File: src/rtl/xor_share_arb_pkg.sv
// rtl/xor_share_arb_pkg.sv - shared defaults, ID width helper and response-register ops
package xor_share_arb_pkg;

  localparam int NREQ_DEFAULT  = 4;
  localparam int WIDTH_DEFAULT = 8;

  localparam logic ST_EMPTY = 1'b0;
  localparam logic ST_FULL  = 1'b1;

  typedef enum logic [1:0] {
    OP_HOLD    = 2'd0,
    OP_CAPTURE = 2'd1,
    OP_DRAIN   = 2'd2
  } rsp_op_e;

  // Requester ID width; clamped to 1 so a degenerate NREQ still yields a legal vector.
  function automatic int idw_of(input int n);
    return (n <= 2) ? 1 : $clog2(n);
  endfunction

endpackage

File: src/rtl/xor_share_arb_rr_arbiter.sv
// rtl/xor_share_arb_rr_arbiter.sv - round-robin one-hot arbiter via double-width masked priority encode
module xor_share_arb_rr_arbiter #(
  parameter int NREQ = 4,
  parameter int IDW  = 2
) (
  input  logic [NREQ-1:0] req,
  input  logic [IDW-1:0]  ptr,
  input  logic            en,
  output logic [NREQ-1:0] grant,
  output logic [IDW-1:0]  idx
);

  logic [2*NREQ-1:0] dbl;
  logic              found;

  assign dbl = {req, req};

  // Bits below ptr in the lower copy are masked; the upper copy supplies the wrap.
  always_comb begin
    grant = '0;
    idx   = '0;
    found = 1'b0;
    for (int i = 0; i < 2 * NREQ; i++) begin
      if (!found && (i >= int'(ptr)) && dbl[i]) begin
        found = 1'b1;
        grant[i % NREQ] = en;
        idx = IDW'(i % NREQ);
      end
    end
  end

endmodule

File: src/rtl/xor_share_arb.sv
// rtl/xor_share_arb.sv - shared registered XOR unit arbitrated round-robin among NREQ requesters
module xor_share_arb
  import xor_share_arb_pkg::*;
#(
  parameter int NREQ  = NREQ_DEFAULT,
  parameter int WIDTH = WIDTH_DEFAULT,
  localparam int IDW  = idw_of(NREQ)
) (
  input  logic                  clk,
  input  logic                  rst_n,
  input  logic [NREQ-1:0]       req_valid,
  output logic [NREQ-1:0]       req_ready,
  input  logic [NREQ*WIDTH-1:0] req_a,
  input  logic [NREQ*WIDTH-1:0] req_b,
  output logic                  rsp_valid,
  input  logic                  rsp_ready,
  output logic [WIDTH-1:0]      rsp_y,
  output logic [IDW-1:0]        rsp_id
);

  logic             state;
  logic [IDW-1:0]   ptr;
  logic             accept;
  logic [NREQ-1:0]  grant;
  logic [IDW-1:0]   grant_idx;
  logic [WIDTH-1:0] sel_y;
  rsp_op_e          op;

  assign rsp_valid = state;
  assign accept    = (state == ST_EMPTY) | rsp_ready;

  xor_share_arb_rr_arbiter #(
    .NREQ (NREQ),
    .IDW  (IDW)
  ) u_arb (
    .req   (req_valid),
    .ptr   (ptr),
    .en    (accept),
    .grant (grant),
    .idx   (grant_idx)
  );

  assign req_ready = grant;

  // AND-OR select keyed by the one-hot grant so unselected operands never propagate.
  always_comb begin
    sel_y = '0;
    for (int i = 0; i < NREQ; i++) begin
      sel_y = sel_y | ((req_a[i*WIDTH +: WIDTH] ^ req_b[i*WIDTH +: WIDTH]) & {WIDTH{grant[i]}});
    end
  end

  always_comb begin
    op = OP_HOLD;
    if (accept) begin
      op = (|req_valid) ? OP_CAPTURE : OP_DRAIN;
    end
  end

  always_ff @(posedge clk or negedge rst_n) begin
    if (!rst_n) begin
      state  <= ST_EMPTY;
      rsp_y  <= '0;
      rsp_id <= '0;
      ptr    <= '0;
    end else begin
      case (op)
        OP_CAPTURE: begin
          state  <= ST_FULL;
          rsp_y  <= sel_y;
          rsp_id <= grant_idx;
          ptr    <= (grant_idx == IDW'(NREQ - 1)) ? '0 : grant_idx + 1'b1;
        end
        OP_DRAIN: begin
          state <= ST_EMPTY;
        end
        default: begin
        end
      endcase
    end
  end

endmodule

File: config.mk
export PLATFORM = sky130hd
export DESIGN_NAME = xor_share_arb
export DESIGN_NICKNAME = d
export VERILOG_FILES = /design/src/rtl/xor_share_arb_pkg.sv /design/src/rtl/xor_share_arb_rr_arbiter.sv /design/src/rtl/xor_share_arb.sv
export SDC_FILE = /design/constraint.sdc
export NUM_CORES = 1
export LEC_CHECK = 0
export ABC_CLOCK_PERIOD_IN_PS = 2600
export CAP_MARGIN = 20
export CORE_MARGIN = 3
export CORE_UTILIZATION = 37
export DETAILED_ROUTE_END_ITERATION = 8
export GPL_TIMING_DRIVEN = 0
export PLACE_DENSITY_LB_ADDON = 0.25
export RECOVER_POWER = 50
export SLEW_MARGIN = 10
export SYNTH_ARGS = -nofsm -noshare
export SYNTH_HDL_FRONTEND = slang
export SYNTH_SLANG_ARGS = --single-unit
File: constraint.sdc
create_clock -name clk -period 2.6 [get_ports clk]
set_input_delay 0.26 -clock clk [delete_from_list [all_inputs] [get_ports clk]]
set_output_delay 0.26 -clock clk [all_outputs]
set_load 0.02 [all_outputs]
-- After elaboration in Yosys (flattened, before gate mapping)
Index checks and enable logic that the tools add are counted.
- add/sub/neg operators: 1
- multipliers: 0
- divide/modulo/power cells: 0
- $lt $le $gt $ge: 3
- equality and inequality tests: 3
- shifts and indexed selects: 0
- multiplexer cells: 26
- bitwise operators: 13
- reductions and logical operators: 19
- operator list (kind ; count):
    $and 8x8->8 ; 4
    $xor 8x8->8 ; 4
    $or 8x8->8 ; 3
    $mux 2 ; 9
    $mux 1 ; 16
    $logic_and 1x1->1 ; 10
    $logic_not 1->1 ; 7
    $eq 2x2->1 const B ; 2
    $ge 1x2->1 const A ; 2
    $reduce_or 4->1 ; 1
    $add 2x1->2 const B ; 1
    $eq 2x1->1 const B ; 1
    $ge 2x2->1 const A ; 1
    $pmux 1 s2 ; 1
    $reduce_bool 2->1 ; 1
    $not 1->1 ; 1
    $or 1x1->1 ; 1
- bits in registers: 13
- bits in latches: 0
- RAM bits: 0
- ROM bits: 0
- bits of input ports: 71
- output and inout bits: 15
- word-level logic and storage cells: 69
- memories: 0

-- Longest topological paths before layout
- depth in word-level cells: 28
- mapped depth: 6
- depth with buffers taken out: 4

-- By module
Synthesis repeated with hierarchy kept, for this count alone.
- cells, all modules: 123
- area total of the unflattened synthesis: 1131.1 um^2
- modules (own cells, without submodules) (module ; times used ; cells an instance ; area an instance (um^2) ; seq. area each (um^2)):
    xor_share_arb ; 1 ; 94 ; 958.4 ; 325.3
    xor_share_arb_rr_arbiter ; 1 ; 29 ; 172.7 ; 0.0

-- Worst setup path before layout
Ideal clock, no wire load.
- kind: reg2out
- start: reg state, in the netlist rsp_valid
- end: out req_ready[2]
- data arrival time: 1.242 ns
- data required time: 2.340 ns
- setup slack: 1.098 ns
- cell stages (with the launch flop): 4
- path buffers: 0
- cells stage by stage: dfrtp_1 nor2b_1 nor2_1 and2_1
- longest elaborated chain between the ends: 4
- RTL lines (item ; line ; RTL):
    from (decl) ; xor_share_arb.sv:21 ; logic state;
    from (signal assigned) ; xor_share_arb.sv:62 ; state <= ST_EMPTY;
    from (signal assigned) ; xor_share_arb.sv:69 ; state <= ST_FULL;
    from (signal assigned) ; xor_share_arb.sv:75 ; state <= ST_EMPTY;
    $not 1->1 (*) ; xor_share_arb.sv:30 ; assign accept = (state == ST_EMPTY) | rsp_ready;
    $or 1x1->1 (*) ; xor_share_arb.sv:30 ;
    $mux 1 ; xor_share_arb_rr_arbiter.sv:24 ; if (!found && (i >= int'(ptr)) && dbl[i]) begin
    $mux 1 (*) ; xor_share_arb_rr_arbiter.sv:24 ;
    to (decl) ; xor_share_arb.sv:12 ; output logic [NREQ-1:0] req_ready,
Mark *: on every way between the ends. The rest lies on a longest branch, timed or not.

-- Worst setup path after layout
- start: reg ptr[1]
- end: out req_ready[3]
- longest elaborated chain between the ends: 26
- elaborated cells on any way between the ends: 29
- those cells by class: order compare: 3; mux: 9; reduce/logical: 17
- RTL lines (item ; line ; RTL):
    from (decl) ; xor_share_arb.sv:22 ; logic [IDW-1:0] ptr;
    from (signal assigned) ; xor_share_arb.sv:72 ; ptr <= (grant_idx == IDW'(NREQ - 1)) ? '0 : grant_idx + 1'b1;
    $ge 1x2->1 ; xor_share_arb_rr_arbiter.sv:24 ;
    $logic_and 1x1->1 ; xor_share_arb_rr_arbiter.sv:24 ;
    $mux 1 ; xor_share_arb_rr_arbiter.sv:24 ;
    $logic_not 1->1 ; xor_share_arb_rr_arbiter.sv:24 ;
    $logic_and 1x1->1 (2 in a row) ; xor_share_arb_rr_arbiter.sv:24 ;
    $mux 1 ; xor_share_arb_rr_arbiter.sv:24 ;
    $logic_not 1->1 ; xor_share_arb_rr_arbiter.sv:24 ;
    $logic_and 1x1->1 (2 in a row) ; xor_share_arb_rr_arbiter.sv:24 ;
    (+8 left out) ; -- ;
    $logic_and 1x1->1 ; xor_share_arb_rr_arbiter.sv:24 ;
    $mux 1 ; xor_share_arb_rr_arbiter.sv:24 ;
    $logic_not 1->1 ; xor_share_arb_rr_arbiter.sv:24 ;
    $logic_and 1x1->1 ; xor_share_arb_rr_arbiter.sv:24 ;
    $mux 1 ; xor_share_arb_rr_arbiter.sv:24 ;
    $logic_not 1->1 ; xor_share_arb_rr_arbiter.sv:24 ;
    $logic_and 1x1->1 ; xor_share_arb_rr_arbiter.sv:24 ;
    $mux 1 (*) ; xor_share_arb_rr_arbiter.sv:24 ;
Marked as above.

==> flow_summary.toml <==
[timing]
rsz0062_at_grt = "false"
clock_skew_ps = 1.287
fin_crit_sh = 0.9449
setup_tns_ps = 0
setup_ws_ps = 143.4
slew_headroom = 0.4935
fin_crit_ps = 2457
fmax_mhz = 407.1
finalMaxSlewViolations = 0
hold_violations = 0
holdWs_ps = 260.5
setup_viol_count_final = 0
worst_pin_slew_ps = 757.0

[global_routing]
antenna_found_initial = 0
grt_pass1_vias = 1388
grt_first_pass_wirelength_um = 6120
grt_max_degree = 14
grt_overflow = 0
grt.total_usage = 0.1969

[setup_path]
cp_num_buf_inv = 2
end_kind = "output port"
crit_family = "buffers and inverters"
reg2reg_slack_ps = 1060
crit_chain = "buf_4 > nand2_1 > a21oi_2 > and2_1 > clkdlybuf4s50_1"
required_ps = 2340
cpPeakStageDelay_ps = 610
critPathKind = "flop to output port"
critPathMaxFanout = 10
arrival_ps = 2200
cp-start-kind = "flop"
slowest_stage = "clkdlybuf4s50_1"

[power_and_ir_drop]
switching_share = 0.3747
power_mw = 0.9179
power_frac_clock = 0.131
p_leak_nw = 0.8325
vdd_ir_drop_max_uv = 283.4
power_frac_comb = 0.569
pwr_density_cell_nw_per_um2 = 440.9
pwr-share-seq = 0.300
p_sw_mw = 0.3439
internal_power_mw = 0.5740

[clocking]
cts_tree = "yes"
clk_latency_ps = 270
cts.sinks = 13
path_clk_slew_ps = 70
clk_path_buf_depth = 2
cts_buffers = 3
clockRootBuffer = "clkbuf_4"
ctsHoldBuffers = 0
htree_levels = 1

[die]
pin_count = 86
row_count = 19
chipHeight_um = 62.65
die_w_um = 62.65
dieArea_um2 = 3925
initial_core_util = 0.4094
core_area_um2 = 2900

[synthesis]
avgSynthCellArea_um2 = 8.995
synth_top_area_frac = 0.2740
synth_largest_area_cell = "dfrtp_1"
syn_area_um2 = 1187
synthFlopType = "dfrtp_1"
yosys-top-cells-area = "dfrtp_1, xor2_1, a32oi_1, a21oi_1, a31oi_1"
synthCells = 132
ys_seq_area_frac = 0.2740
ys_ff_latch = 13
synth_nets = 203
synthArstFlopShare = 1.000
yosysWarnings = 0
synth_cell_types = 33
synth_edf_count = 0

[hold_path]
hold_class = "input port to flop"

[placed_design]
placed_cells = 256
place_congestion = 0.7804
dpl.hpwl_um = 3062
io_buffer_count = 82
place_area_um2 = 2061
place_ws_ps = -5.885

[finish]
syn_to_final_growth_pct = 75.34
fin_cells = 261
final_util = 0.7179
num_antenna_cells = 0
nets = 291
finalInstanceArea_um2 = 2082
layout-drive-gt1-share = 0.08219

[drt]
wl_um = 3790
via_per_inst = 5.092
dr.first_iter.drc_count = 74
ant_nets = 0
firstDrtPassIters = 4
vias = 1329
wl_per_cell_um = 14.52
route.detailed.drc = 0

[flow_run]
maxCapViolCount = 0

[run_status]
status = "complete, no violations"
[state kept, by name, summed over array words and instances, names as in the netlist]
| signal | flops |
|---|---|
| rsp_id | 2 |
| rsp_valid | 1 |
| rsp_y | 8 |
| ptr | 2 |
[layout by cell type (no fill, tap or decap), types with 2 or more instances in the layout]
cell type        Yosys  final
a21oi_1             10     10
a31oi_1              8      8
a32oi_1              8      8
and2_1               2      2
buf_4                4      5
buf_6                2      2
clkbuf_4             0      3
clkdlybuf4s50_1      0     76
dfrtp_1             13     13
dlygate4sd3_1        0      6
inv_1                3      3
nand2_1              6      6
nand2b_1             3      3
nand3_1              8      8
nor2_1              11     10
o2111a_1             2      2
o21ai_0              2      2
xor2_1              32     32
[cells in the mapped netlist, types with 2 or more instances]
cell type / count
xor2_1: 32
dfrtp_1: 13
nor2_1: 11
a21oi_1: 10
a31oi_1: 8
a32oi_1: 8
nand3_1: 8
nand2_1: 6
buf_4: 4
inv_1: 3
nand2b_1: 3
and2_1: 2
buf_6: 2
o2111a_1: 2
o21ai_0: 2
[power groups by stage]
stage | clock network [mW] | logic [mW] | registers, mW
floorplan | 0 | 0.227 | 0.318
global placement | 0 | 0.510 | 0.277
detailed placement | 0 | 0.518 | 0.280
CTS | 0.122 | 0.529 | 0.276
global route | 0.132 | 0.561 | 0.282
finish | 0.120 | 0.522 | 0.275
[routing by layer]
metal,global-route usage,up-vias,part of all wire
li1,-,646,-
met1,0.2387,610,0.39
met2,0.3196,67,0.50
met3,0.06655,6,0.091
met4,0.07713,0,0.018
met5,0,-,0
[cell families after synthesis]
kind of cell | count (synthesis) | share of synthesized area
AO/OA/AOI/OAI | 38 | 0.2455
flip-flops | 13 | 0.2740
AND/OR/NAND/NOR | 38 | 0.1781
multiplexers | 1 | 0.008430
XOR/XNOR | 32 | 0.2360
buffers and inverters | 10 | 0.05795
[worst register-to-register path, delay by kind of cell (launching register included)]
kind	cells	cell delay, ps
compound gates	3	830
flops	1	370
buf+inv	1	180
simple gates	1	80
[area by class of cell]
cell class	instances	area (µm²)
well taps	42	52.55
repair buffers	83	828.3
flip-flops and latches	13	325.3
plain buffers	7	57.56
clock buffers	4	26.28
multi-input cells	109	780.7
inverters	3	11.26
fillers	223	818.3
[timing repair]
| item | 4_1_cts | 5_1_grt |
|---|---|---|
| resized for setup | 0 | 1 |
| setup endpoints to repair | 1 | 1 |
| setup buffers | 1 | 0 |
| pin swaps | 1 | 0 |
[worst paths after layout]
check | startpoint | end | cells after the start
setup / recovery | ptr[1]$_DFFE_PN0N_ | req_ready[3] | 5
hold / removal | req_valid[1] | rsp_valid$_DFFE_PN0P_ | 3
setup reg to reg | ptr[1]$_DFFE_PN0N_ | rsp_y[1]$_DFFE_PN0N_ | 5
hold reg to reg | rsp_id[1]$_DFFE_PN0N_ | rsp_id[1]$_DFFE_PN0N_ | 2
max in group asynchronous | rst_n | rsp_y[4]$_DFFE_PN0N_ | 1
min in group asynchronous | rst_n | rsp_valid$_DFFE_PN0P_ | 1
Power figures use the tool's default switching activity.
